$ cat src/rtl/uart_tx_buffered_if.sv
// rtl/uart_tx_buffered_if.sv - byte handshake bundle for uart_tx_buffered
//
// Purpose: groups the byte-in valid/ready handshake of the buffered UART
// transmitter.
// Signals:
//   data        8  byte to send, LSB first on the line
//   data_valid  1  producer has a byte this cycle
//   data_ready  1  transmitter holding register is empty
// Modports: master = byte producer, slave = transmitter.
interface uart_tx_buffered_if;
  logic [7:0] data;
  logic       data_valid;
  logic       data_ready;

  modport master (output data, output data_valid, input data_ready);
  modport slave  (input data, input data_valid, output data_ready);
endinterface

$ cat src/rtl/uart_tx_buffered.sv
// rtl/uart_tx_buffered.sv - oversampling 8N1 UART transmitter with one-entry holding register
//
// Purpose: serialises bytes as start bit, 8 data bits (LSB first) and
// STOP_BITS stop bits, each bit lasting OVERSAMPLE baud_edge ticks. A
// one-entry holding register lets the next byte start immediately after the
// last stop tick, giving back-to-back frames with no idle gap.
// Ports:
//   clk        system clock, posedge
//   rst        asynchronous active-low reset
//   baud_edge  single-cycle oversample tick
//   in_if      byte handshake (slave modport): data, data_valid, data_ready
//   tx         serial line, straight from a flop, idle high
//   busy       frame on the line or byte held (registered)
module uart_tx_buffered #(
  parameter int OVERSAMPLE = 8,
  parameter int STOP_BITS  = 1
) (
  input  logic                clk,
  input  logic                rst,
  input  logic                baud_edge,
  uart_tx_buffered_if.slave   in_if,
  output logic                tx,
  output logic                busy
);

  localparam int TW = (OVERSAMPLE > 1) ? $clog2(OVERSAMPLE) : 1;
  localparam logic [TW-1:0] TICK_LAST = TW'(OVERSAMPLE - 1);
  localparam logic          STOP_LAST = 1'(STOP_BITS - 1);

  typedef enum logic [1:0] {S_IDLE, S_START, S_DATA, S_STOP} state_t;

  state_t        state_q, state_d;
  logic [TW-1:0] tick_q, tick_d;
  logic [2:0]    bit_q, bit_d;
  logic          stop_q, stop_d;
  logic [7:0]    shift_q, shift_d;
  logic [7:0]    hold_q;
  logic          hold_full_q, hold_full_d;
  logic          tx_d, busy_d;
  logic          tick_last, stop_last, frame_end, load, accept;

  assign tick_last = (tick_q == TICK_LAST);
  assign stop_last = (stop_q == STOP_LAST);
  assign frame_end = (state_q == S_STOP) && tick_last && stop_last;

  // The holding register only empties on a baud tick that starts a frame:
  // either from idle or straight out of the last stop tick.
  assign load   = baud_edge && hold_full_q && ((state_q == S_IDLE) || frame_end);
  assign accept = in_if.data_valid && !hold_full_q;

  assign in_if.data_ready = !hold_full_q;

  // accept and load are mutually exclusive (accept needs empty, load needs full)
  always_comb begin
    hold_full_d = hold_full_q;
    if (accept)
      hold_full_d = 1'b1;
    else if (load)
      hold_full_d = 1'b0;
  end

  // State register
  always_ff @(posedge clk or negedge rst) begin
    if (!rst)
      state_q <= S_IDLE;
    else
      state_q <= state_d;
  end

  // Next-state logic; the FSM only moves on baud ticks
  always_comb begin
    state_d = state_q;
    if (baud_edge) begin
      case (state_q)
        S_IDLE:  if (hold_full_q) state_d = S_START;
        S_START: if (tick_last) state_d = S_DATA;
        S_DATA:  if (tick_last && bit_q == 3'd7) state_d = S_STOP;
        S_STOP:  if (frame_end) state_d = hold_full_q ? S_START : S_IDLE;
        default: state_d = S_IDLE;
      endcase
    end
  end

  // Datapath / output next values
  always_comb begin
    tick_d  = tick_q;
    bit_d   = bit_q;
    stop_d  = stop_q;
    shift_d = shift_q;
    tx_d    = tx;
    if (baud_edge) begin
      case (state_q)
        S_IDLE: begin
          tx_d = 1'b1;
          if (load) begin
            shift_d = hold_q;
            tx_d    = 1'b0;
            tick_d  = '0;
          end
        end
        S_START: begin
          if (tick_last) begin
            tick_d = '0;
            bit_d  = 3'd0;
            tx_d   = shift_q[0];
          end else begin
            tick_d = tick_q + 1'b1;
          end
        end
        S_DATA: begin
          if (tick_last) begin
            tick_d  = '0;
            shift_d = shift_q >> 1;
            if (bit_q == 3'd7) begin
              tx_d   = 1'b1;
              stop_d = 1'b0;
            end else begin
              bit_d = bit_q + 3'd1;
              tx_d  = shift_q[1];
            end
          end else begin
            tick_d = tick_q + 1'b1;
          end
        end
        S_STOP: begin
          if (tick_last) begin
            tick_d = '0;
            if (stop_last) begin
              if (load) begin
                shift_d = hold_q;
                tx_d    = 1'b0;
              end
            end else begin
              stop_d = stop_q + 1'b1;
            end
          end else begin
            tick_d = tick_q + 1'b1;
          end
        end
        default: begin
          tx_d   = 1'b1;
          tick_d = '0;
        end
      endcase
    end
    busy_d = (state_d != S_IDLE) || hold_full_d;
  end

  always_ff @(posedge clk or negedge rst) begin
    if (!rst) begin
      tick_q      <= '0;
      bit_q       <= 3'd0;
      stop_q      <= 1'b0;
      shift_q     <= 8'd0;
      hold_q      <= 8'd0;
      hold_full_q <= 1'b0;
      tx          <= 1'b1;
      busy        <= 1'b0;
    end else begin
      tick_q      <= tick_d;
      bit_q       <= bit_d;
      stop_q      <= stop_d;
      shift_q     <= shift_d;
      hold_full_q <= hold_full_d;
      tx          <= tx_d;
      busy        <= busy_d;
      if (accept)
        hold_q <= in_if.data;
    end
  end

endmodule

$ cat src/flat_wrapper.sv
// flat-port wrapper written by rule: the top's interface ports become plain ports
module uart_tx_buffered_flat 
#(
  parameter int OVERSAMPLE = 8,
  parameter int STOP_BITS  = 1
)
  (clk, rst, baud_edge, tx, busy, in_if_data, in_if_data_valid, in_if_data_ready);
  uart_tx_buffered_if in_if_i ();
  input  logic clk;
  input  logic rst;
  input  logic baud_edge;
  output logic tx;
  output logic busy;
  input wire logic [$bits(in_if_i.data)-1:0] in_if_data;
  input wire logic [$bits(in_if_i.data_valid)-1:0] in_if_data_valid;
  output wire logic [$bits(in_if_i.data_ready)-1:0] in_if_data_ready;
  assign in_if_i.data = in_if_data;
  assign in_if_i.data_valid = in_if_data_valid;
  assign in_if_data_ready = in_if_i.data_ready;
  uart_tx_buffered #(.OVERSAMPLE(OVERSAMPLE), .STOP_BITS(STOP_BITS)) u_core (.clk(clk), .rst(rst), .baud_edge(baud_edge), .in_if(in_if_i), .tx(tx), .busy(busy));
endmodule
$ cat config.mk
export PLATFORM = sky130hd
export DESIGN_NAME = uart_tx_buffered_flat
export DESIGN_NICKNAME = d
export VERILOG_FILES = /design/src/rtl/uart_tx_buffered_if.sv /design/src/rtl/uart_tx_buffered.sv /design/src/flat_wrapper.sv
export SDC_FILE = /design/constraint.sdc
export NUM_CORES = 1
export LEC_CHECK = 0
export ABC_AREA = 1
export CAP_MARGIN = 15
export CORE_MARGIN = 2
export CORE_UTILIZATION = 25
export DETAILED_ROUTE_END_ITERATION = 16
export GPL_ROUTABILITY_DRIVEN = 0
export MAX_ROUTING_LAYER = met4
export REMOVE_ABC_BUFFERS = 1
export SLEW_MARGIN = 25
export SYNTH_ARGS = -nofsm -noshare
export SYNTH_HDL_FRONTEND = slang
export SYNTH_SLANG_ARGS = --single-unit
$ cat constraint.sdc
create_clock -name clk -period 1.92 [get_ports clk]
set_clock_uncertainty 0.2 [all_clocks]
set_input_delay 0.192 -clock clk [delete_from_list [all_inputs] [get_ports clk]]
set_output_delay 0.192 -clock clk [all_outputs]
set_load 0.05 [all_outputs]
==> reports/metrics.cfg, run 1 <==
[clocking]
cts_setup_buffers=0
clk_pin_slew_ps=90
cts_buffer_depth=2
clk_latency_ps=270
cts_resized=0
cts_buffers=3
holdBufCountCts=0
root_buffer=clkbuf_8
cts_tree=built
clkSinkCount=27
cts_max_level=1

[timing]
period_share_pct=93.4
timing.fmax_mhz=557
whs_ps=90.0
rsz0062_at_grt=false
setup_tns_ps=0
slew_viol_final=0
max_slew_margin_pct=67.5
finalSetupViolations=0
hold_viol=0
worst_pin_slew_ps=487
period_minus_slack_ps=1790

[place]
dp_hpwl_mm=1.85
io_buffers=14
placed_cell_area_mm2=0.00160

[critical_path]
r2r_slack_ps=130
timing.rr.end=u_core.shift_q[2]
end_kind=flip-flop
path_max_fanout=10
rr_startpoint=u_core.tick_q[0]
rr_worst_depth=10
critPathKind=flip-flop to flip-flop
start_kind=flip-flop
critPathArrivalTime_ps=1770
crit_required_ps=1890

[power]
ir_worst_vdd_mv=0.618
powerDensity_mw_per_mm2=1340
internal_power_w=0.00133
switching_share_pct=39.8
combPwrFrac_pct=41.3
clockPowerShare_pct=14.8
leakage_nw=0.851
switchingPower_w=0.000879
seq_power_share_pct=43.9

[die]
core_area_mm2=0.00517
die_h_um=77.8
die_w_um=77.8
ios=15
rows=26
start_util_pct=26.3
dieArea_mm2=0.00605

[final_layout]
nNetsFinal=198
final_area_mm2=0.00165
regArea_um2=677
multi_input_area_um2=617
fillCellCount=546
final_layout_size_suffix_gt1_share_pct=17.7
n_antenna_cell=0
final_common_cell=nand2_1
final_cell_mix=76 x nand2_1, 26 x dfrtp_1, 12 x clkdlybuf4s50_1, 11 x nand3_1, 8 x mux2_2
area_delta_synth_final_pct=21.0

[synthesis]
synth_top_area_share_pct=47.8
ys_ff_latch=27
synth.area.top_cells=dfrtp_1 48%, nand2_1 21%, mux2_2 6.6%
syn_avg_cell_area_um2=8.45
ys_seq_area_share_pct=49.8
synth-simple-area-share_pct=31.7
ys_warn_count=0
yosys.area_share.adder_pct=3.68
synth_xor_area_share_pct=0
synth_area_leader_cell=dfrtp_1
synth_compound_area_share_pct=2.39
syn_area_mm2=0.00136
yosys.cell_types.count=25
muxShareOfSynthArea_pct=7.36
syn_inst=161
synth_top_family_by_area=simple AND/OR/NAND/NOR gates

[global_route]
grt_pass1_wl_mm=4.47
grt_max_degree=28
grt_pass1_vias=988
grt.total_usage_pct=9.44
grt-ovfl-total=0
antenna_found_initial=0

[route]
num_vias=1069
drcViolationCount=0
drt_iter0_drc=47
wl_mm=2.48
viasPerCell=4.26
drtPass1Iterations=4
antenna_left=0
wl_per_cell_um=9.90

[worst_hold_path]
hp-class=input pin to asynchronous set/reset pin

[outcome]
status=finished clean

[job]
cap_violations=0

-- cell usage after synthesis (all sizes together) --
cell type	n
ha	4
or2	1
dfstp	1
a21oi	2
dfrtp	26
nand3	11
nand2	81
nand3b	1
mux2	8
buf	2
nor2	6
o21ai	3
mux2i	1
inv	11
o31ai	1
nand4	1
clkinv	1
-- stage by stage --
step	cells	worst slack (ps)	total power [W]	utilization, %
3_5_place_dp	247	106	0.00191	30.9
3_3_place_gp	247	153	0.00189	30.9
2_1_floorplan	159	210	0.00165	-
5_1_grt	251	18.2	0.00241	31.8
6_report	251	126	0.00221	31.8
4_1_cts	251	96.7	0.00224	31.8
-- worst max-delay path, cell delays in order, from the launching register on --
cell      delay, ps
dfrtp_1         410
ha_1            200
ha_1            240
inv_2            70
nand2_1          70
nand2_2         110
nand2_4          50
nand2_4         130
clkinv_4         90
nand2_1          70
nand2_1          40
-- sequential cells by signal, indices dropped and copies added (netlist names) --
register            cells
u_core.bit_q            3
u_core.hold_full_q      1
u_core.hold_q           8
u_core.state_q          2
u_core.tick_q           3
u_core.tx               1
u_core.shift_q          8
u_core.busy             1
-- area by class of cell --
class / count / share of cell area [%]
clock inverter: 1 / 0.304
tap: 70 / 5.32
multi-input combinational: 120 / 37.5
inverter: 12 / 3.19
sequential: 27 / 41.1
clock buffer: 3 / 2.51
timing repair buffer: 18 / 10.0
-- worst max path at each step --
stage | start | to | slack, ps | cells after the start
2_1_floorplan | u_core.tick_q[0] | u_core.shift_q[0] | 210 | 10
3_3_place_gp | u_core.tick_q[0] | u_core.shift_q[1] | 150 | 10
3_5_place_dp | u_core.tick_q[0] | u_core.shift_q[4] | 110 | 10
4_1_cts | u_core.tick_q[0] | u_core.shift_q[4] | 100 | 10
5_1_grt | u_core.tick_q[0] | u_core.shift_q[2] | 20 | 10
6_report | u_core.tick_q[0] | u_core.shift_q[2] | 130 | 10
-- logic make-up after synthesis --
family          after synthesis
buf+inv                      14
simple gates                101
mux                           9
fa+ha+maj                     4
compound gates                6
flops                        27
-- power groups by stage --
| stage | registers [W] | logic [W] | clock network (W) |
|---|---|---|---|
| floorplan | 0.000993 | 0.000659 | 0 |
| global placement | 0.000977 | 0.000918 | 0 |
| detailed placement | 0.000983 | 0.000922 | 0 |
| CTS | 0.000972 | 0.000926 | 0.000346 |
| global route | 0.00101 | 0.00104 | 0.000362 |
| finish | 0.000969 | 0.000913 | 0.000326 |
-- metal layers --
layer / part of all wire [%] / GRT usage, % / up-vias
met1: 50 / 12.0 / 500
met3: 3.3 / 2.56 / 5
met4: 1.1 / 2.68 / 0
met2: 46 / 14.7 / 13
li1: - / - / 551
met5: 0 / - / -
No activity file was read; power rests on OpenSTA's default activity.
==> inputs of run 2 (changes only) <==
--- a/config.mk
+++ b/config.mk
@@ -9,6 +9,7 @@
 export CAP_MARGIN = 15
 export CORE_MARGIN = 2
 export CORE_UTILIZATION = 25
+export CTS_CLUSTER_DIAMETER = 120
 export DETAILED_ROUTE_END_ITERATION = 16
 export GPL_ROUTABILITY_DRIVEN = 0
 export MAX_ROUTING_LAYER = met4
==> results of run 2 <==
Final layout, timing and power as in run 1 (identical DEF).
